<file path="src/rtl/uart_pkg.sv">
// Shared UART definitions: receiver FSM states, frame width and the
// clocks-per-bit helper used by both uart_rx and uart_tx.
package uart_pkg;

    localparam int DATA_BITS = 8;

    typedef enum logic [2:0] {
        IDLE,
        START,
        DATA,
        STOP,
        BREAK
    } state_t;

    function automatic int clks_per_bit(
        input int clock_rate,
        input int baud_rate
    );
        return clock_rate / baud_rate;
    endfunction

endpackage

</file>
<file path="src/rtl/uart_rx_sync2.sv">
// sync2: two-flop synchroniser for an asynchronous input pin.
// Ports: clk, reset (sync, active-high), i_d (async in), o_q (synced out).
module sync2 #(
    parameter logic RESET_VAL = 1'b1
) (
    input  logic clk,
    input  logic reset,
    input  logic i_d,
    output logic o_q
);

    logic r_meta;
    logic r_sync;

    always_ff @(posedge clk) begin
        if (reset) begin
            r_meta <= RESET_VAL;
            r_sync <= RESET_VAL;
        end else begin
            r_meta <= i_d;
            r_sync <= r_meta;
        end
    end

    assign o_q = r_sync;

endmodule

</file>
<file path="src/rtl/uart_rx.sv">
// uart_rx: 8N1 UART receiver with one-cycle valid / framing-error strobes.
// Ports: clk, reset (sync, active-high), rx_pin (async, idle high),
//        data[7:0], data_valid, framing_err, busy.
module uart_rx
    import uart_pkg::*;
#(
    parameter int CLOCK_RATE = 1000,
    parameter int BAUD_RATE  = 100
) (
    input  logic       clk,
    input  logic       reset,
    input  logic       rx_pin,
    output logic [7:0] data,
    output logic       data_valid,
    output logic       framing_err,
    output logic       busy
);

    localparam int CPB = clks_per_bit(CLOCK_RATE, BAUD_RATE);
    localparam int CW  = (CPB > 1) ? $clog2(CPB) : 1;
    localparam int BW  = $clog2(DATA_BITS);

    localparam logic [CW-1:0] CNT_LAST = CW'(CPB - 1);
    localparam logic [CW-1:0] CNT_HALF = CW'(CPB / 2 - 1);
    localparam logic [BW-1:0] BIT_LAST = BW'(DATA_BITS - 1);

    if (CPB < 4) begin : g_cpb_check
        $error("uart_rx: CLOCK_RATE/BAUD_RATE must be >= 4");
    end

    logic w_rxs;

    state_t                 r_state;
    logic [CW-1:0]          r_clk_cnt;
    logic [BW-1:0]          r_bit_idx;
    logic [DATA_BITS-1:0]   r_shift;
    logic [7:0]             r_data;
    logic                   r_data_valid;
    logic                   r_framing_err;
    logic                   r_busy;

    sync2 #(
        .RESET_VAL(1'b1)
    ) u_sync (
        .clk  (clk),
        .reset(reset),
        .i_d  (rx_pin),
        .o_q  (w_rxs)
    );

    always_ff @(posedge clk) begin
        if (reset) begin
            r_state       <= IDLE;
            r_clk_cnt     <= '0;
            r_bit_idx     <= '0;
            r_shift       <= '0;
            r_data        <= 8'h00;
            r_data_valid  <= 1'b0;
            r_framing_err <= 1'b0;
            r_busy        <= 1'b0;
        end else begin
            r_data_valid  <= 1'b0;
            r_framing_err <= 1'b0;
            case (r_state)
                IDLE: begin
                    r_clk_cnt <= '0;
                    if (!w_rxs) begin
                        r_state <= START;
                        r_busy  <= 1'b1;
                    end
                end
                START: begin
                    if (r_clk_cnt == CNT_HALF) begin
                        r_clk_cnt <= '0;
                        r_bit_idx <= '0;
                        if (!w_rxs) begin
                            r_state <= DATA;
                        end else begin
                            // Too short to be a start bit.
                            r_state <= IDLE;
                            r_busy  <= 1'b0;
                        end
                    end else begin
                        r_clk_cnt <= r_clk_cnt + 1'b1;
                    end
                end
                DATA: begin
                    if (r_clk_cnt == CNT_LAST) begin
                        r_clk_cnt <= '0;
                        // LSB arrives first, so shift in at the top.
                        r_shift   <= {w_rxs, r_shift[DATA_BITS-1:1]};
                        if (r_bit_idx == BIT_LAST) begin
                            r_state <= STOP;
                        end else begin
                            r_bit_idx <= r_bit_idx + 1'b1;
                        end
                    end else begin
                        r_clk_cnt <= r_clk_cnt + 1'b1;
                    end
                end
                STOP: begin
                    if (r_clk_cnt == CNT_LAST) begin
                        r_clk_cnt <= '0;
                        if (w_rxs) begin
                            // Back in IDLE at mid stop bit, so a start
                            // edge right after the stop bit is caught.
                            r_data       <= r_shift;
                            r_data_valid <= 1'b1;
                            r_state      <= IDLE;
                            r_busy       <= 1'b0;
                        end else begin
                            r_framing_err <= 1'b1;
                            r_state       <= BREAK;
                        end
                    end else begin
                        r_clk_cnt <= r_clk_cnt + 1'b1;
                    end
                end
                BREAK: begin
                    // Hold off until the line returns high so a held-low
                    // line cannot retrigger a frame.
                    r_clk_cnt <= '0;
                    if (w_rxs) begin
                        r_state <= IDLE;
                        r_busy  <= 1'b0;
                    end
                end
                default: begin
                    r_state   <= IDLE;
                    r_clk_cnt <= '0;
                    r_busy    <= 1'b0;
                end
            endcase
        end
    end

    assign data        = r_data;
    assign data_valid  = r_data_valid;
    assign framing_err = r_framing_err;
    assign busy        = r_busy;

endmodule
</file>
<file path="config.mk">
export PLATFORM = sky130hd
export DESIGN_NAME = uart_rx
export DESIGN_NICKNAME = d
export VERILOG_FILES = /design/src/rtl/uart_pkg.sv /design/src/rtl/uart_rx_sync2.sv /design/src/rtl/uart_rx.sv
export SDC_FILE = /design/constraint.sdc
export NUM_CORES = 1
export LEC_CHECK = 0
export CORE_AREA = 2 2 57 59
export CTS_BUF_LIST = sky130_fd_sc_hd__clkbuf_16
export DETAILED_ROUTE_END_ITERATION = 16
export DIE_AREA = 0 0 59 61
export GPL_TIMING_DRIVEN = 0
export PLACE_DENSITY = 0.67
export REMOVE_ABC_BUFFERS = 1
export SYNTH_ARGS = -nofsm -noshare
export SYNTH_HDL_FRONTEND = slang
export SYNTH_SLANG_ARGS = --single-unit
</file>
<file path="constraint.sdc">
create_clock -name clk -period 1.4 [get_ports clk]
set_input_delay 0.21 -clock clk [delete_from_list [all_inputs] [get_ports clk]]
set_output_delay 0.21 -clock clk [all_outputs]
set_load 0.01 [all_outputs]
</file>
==> summary.txt <==
STA
  – Final critical-path share of the clock period: 1.04
  – Slew HR: 0.659
  – Setup repair after global routing missed its margin: yes
  – Number of hold violations in the final report: 0
  – Minimum clock period after layout: 1.46 ns
  – Highest clock rate: 684 MHz
  – Final setup violating endpoints: 17
  – Final number of max-transition violations: 0
  – Slew @ Worst Pin: 0.512 ns
  – Worst hold margin: 0.404 ns
  – Worst-case clock skew: 0.00526 ns
  – Smallest setup slack after layout: -0.0626 ns

Placed design
  – Cell area reported after detailed placement: 0.00143 mm²
  – Detailed placer's ending HPWL: 1.50 mm
  – RePlAce Congestion: 0.704
  – DP Cell Count: 168
  – Worst slack at placement: -0.646 ns
  – Number of port buffers: 13

Routing
  – Remaining DRCs: 0
  – DR vias: 965
  – Number of DRC markers in iteration 0: 26
  – Count of antenna-violating nets left after detailed routing: 0
  – Length of the first detailed-routing pass in iterations: 4
  – Routed wire length per instance: 13.0 µm
  – Average via count per standard cell: 5.19
  – Wire length reported by the detailed router: 2.42 mm

Clock tree
  – CTS clock-pin slew for the worst setup and hold paths: 0.05 ns
  – Sinks on Clock Net: 31
  – Cts bufs inserted: 5
  – Hold buffers post-CTS: 0
  – Clk Tree Root Cell: sky130_fd_sc_hd__clkbuf_16
  – CTS tree: done
  – Count of H-tree levels built during CTS: 2
  – Clock Latency Late Sink: 0.27 ns
  – Clock Tree Buf Depth: 2

Global route
  – Largest net degree at the start of global routing: 29
  – Number of global-route vias before repair: 898
  – Overall track demand over capacity in global routing: 0.151
  – Overflow left after global routing: 0
  – Initial antenna violation count: 0
  – Wire length of the first global-routing pass: 3.92 mm

Worst setup path
  – CP Data Required Time: 1.54 ns
  – Worst EP arrival: 1.60 ns
  – Largest delay contributor family on the critical path: simple AND/OR/NAND/NOR gates
  – Critical path class: reg -> reg
  – Crit path largest cell delay: 0.32 ns
  – Worst-path cell with the longest stage delay: sky130_fd_sc_hd__dfxtp_2
  – Critical path, cell by cell: inv_2, ha_4, and4bb_4, nand4_4, mux2i_1, nor2_1
  – Sort of element at the start of the critical path: register
  – Maximum fanout count along the critical path: 8
  – Buffer and inverter count on the worst path: 1
  – Critical Path End Type: register

Synth
  – Fraction of registers with async set/reset: 0
  – Post-synthesis cell area: 0.00130 mm²
  – Share of the yosys chip area belonging to registers: 0.479
  – Distinct cell type count after synthesis: 34
  – Number of warnings printed during yosys synthesis: 0
  – Synth Area per Inst: 10.1 µm²
  – Number of flops mapped to enable cells by yosys: 0
  – Synthesized netlist cell count: 128
  – Flops & latches, synth: 31
  – Ys flop type: sky130_fd_sc_hd__dfxtp_1

Flow run
  – Max capacitance violation total: 0

Pwr
  – Max VDD drop: 777 µV
  – PD cells: 1120 mW/mm²
  – P_leak: 0.779 nW

Die
  – Effective utilization at floorplan: 0.439
  – Boundary pin count: 14
  – Die Outline Area: 0.00360 mm²
  – Die Width: 59 µm
  – Floorplan Core Area: 0.00295 mm²
  – Number of rows in the core area: 20
  – Die H: 61 µm

Layout
  – Total number of nets in the final design: 160
  – Area growth from synthesis to layout: 33.9%
  – Number of inserted diodes: 0
  – Non-filler instance count after layout: 186
  – Final instance area: 0.00174 mm²
  – Final design utilization: 0.588
  – Fraction of final layout cells with drive strength greater than 1: 0.229
  – Number of inserted filler cells in the final layout: 255

Outcome
  – Failing checks: setup timing
  – Outcome: complete, but fails checks

Hold path
  – Worst Hold Class: reg -> reg
[path summary, 6_finish.rpt]
| kind | from | endpoint | slack [ns] | depth (start not counted) |
|---|---|---|---|---|
| setup / recovery | r_clk_cnt[1] | data[4] | -0.06 | 6 |
| hold / removal | u_sync.r_meta | u_sync.o_q | 0.40 | 1 |
| setup reg to reg | r_clk_cnt[1] | data[4] | -0.06 | 6 |
| hold reg to reg | u_sync.r_meta | u_sync.o_q | 0.40 | 1 |
[per-layer routing]
metal  GRT usage  vias up  part of all wire
met3      0.0448        7             0.039
met2       0.260       18              0.49
met5           0        -                 0
met4      0.0942        0             0.026
li1            -      489                 -
met1       0.163      451              0.44
[Yosys cell counts, types with 2 or more instances]
master	n	area, µm²
sky130_fd_sc_hd__nand3_1	2	10.0
sky130_fd_sc_hd__nand2b_1	6	37.5
sky130_fd_sc_hd__o211ai_1	2	15.0
sky130_fd_sc_hd__nand2_1	6	22.5
sky130_fd_sc_hd__mux2i_1	19	190
sky130_fd_sc_hd__or2_2	2	12.5
sky130_fd_sc_hd__clkbuf_1	3	11.3
sky130_fd_sc_hd__inv_1	4	15.0
sky130_fd_sc_hd__ha_1	5	62.6
sky130_fd_sc_hd__nand3b_1	2	15.0
sky130_fd_sc_hd__nor2_1	21	78.8
sky130_fd_sc_hd__nor3_1	3	15.0
sky130_fd_sc_hd__and3_1	2	12.5
sky130_fd_sc_hd__dfxtp_1	31	621
[where the power goes]
part           switching (W)  internal (W)  total [W]
registers         0.00000868      0.000890   0.000899
clock network       0.000352      0.000640   0.000992
logic              0.0000302     0.0000259  0.0000561
total               0.000391       0.00156    0.00195
[layout by cell type (no fill, tap or decap), types with 3 or more instances in the layout]
cell type	instances
sky130_fd_sc_hd__nand2_1	5
sky130_fd_sc_hd__nor2_1	20
sky130_fd_sc_hd__inv_1	4
sky130_fd_sc_hd__nor3_1	3
sky130_fd_sc_hd__buf_6	3
sky130_fd_sc_hd__clkbuf_16	5
sky130_fd_sc_hd__clkdlybuf4s50_1	11
sky130_fd_sc_hd__mux2i_1	19
sky130_fd_sc_hd__buf_4	7
sky130_fd_sc_hd__ha_1	3
sky130_fd_sc_hd__nand2b_1	5
sky130_fd_sc_hd__dfxtp_1	28
[worst register-to-register path, stage by stage (launching register included)]
cell and delay [ns]:
sky130_fd_sc_hd__dfxtp_2 0.32, sky130_fd_sc_hd__inv_2 0.07, sky130_fd_sc_hd__ha_4 0.13, sky130_fd_sc_hd__and4bb_4 0.29, sky130_fd_sc_hd__nand4_4 0.23, sky130_fd_sc_hd__mux2i_1 0.25, sky130_fd_sc_hd__nor2_1 0.06
[area by class of cell]
| cell class | instances | area [µm²] | share of cell area |
|---|---|---|---|
| multi-input cells | 87 | 692 | 0.399 |
| flip-flops and latches | 31 | 627 | 0.361 |
| repair buffers | 23 | 220 | 0.127 |
| clock buffers | 5 | 125 | 0.0721 |
| well taps | 33 | 41.3 | 0.0238 |
| inverters | 4 | 17.5 | 0.0101 |
| clock inverters | 3 | 12.5 | 0.00721 |
[registers in the layout, summed over array words and instances, names as in the netlist]
register,count
r_bit_idx,3
framing_err,1
u_sync.o_q,1
data_valid,1
r_state,3
r_shift,8
r_clk_cnt,4
data,8
busy,1
u_sync.r_meta,1
[cell families (layout without fill, tap and decap cells)]
group,after synthesis,in the layout,share of synthesized area
AO/OA/AOI/OAI,10,10,0.0627
multiplexers,20,20,0.155
buffers and inverters,10,35,0.0386
XOR/XNOR,2,2,0.0135
flip-flops,31,31,0.479
AND/OR/NAND/NOR,49,49,0.195
adder cells (fa/ha/maj),6,6,0.0560
[through the flow]
stage | TNS, ns | power, W
after floorplan | -0.947 | 0.000937
after global placement | -8.78 | 0.000960
after detailed placement | -9.79 | 0.000961
after CTS | -0.856 | 0.00196
after global routing | -2.21 | 0.00201
final | -0.543 | 0.00195
[repair_timing]
action / 4_1_cts / 5_1_grt
pin swaps: 1 / 8
setup buffers: 6 / 4
endpoints found under the setup margin: 28 / 23
gates resized for setup: 22 / 4
No activity file was read; power rests on OpenSTA's default activity.
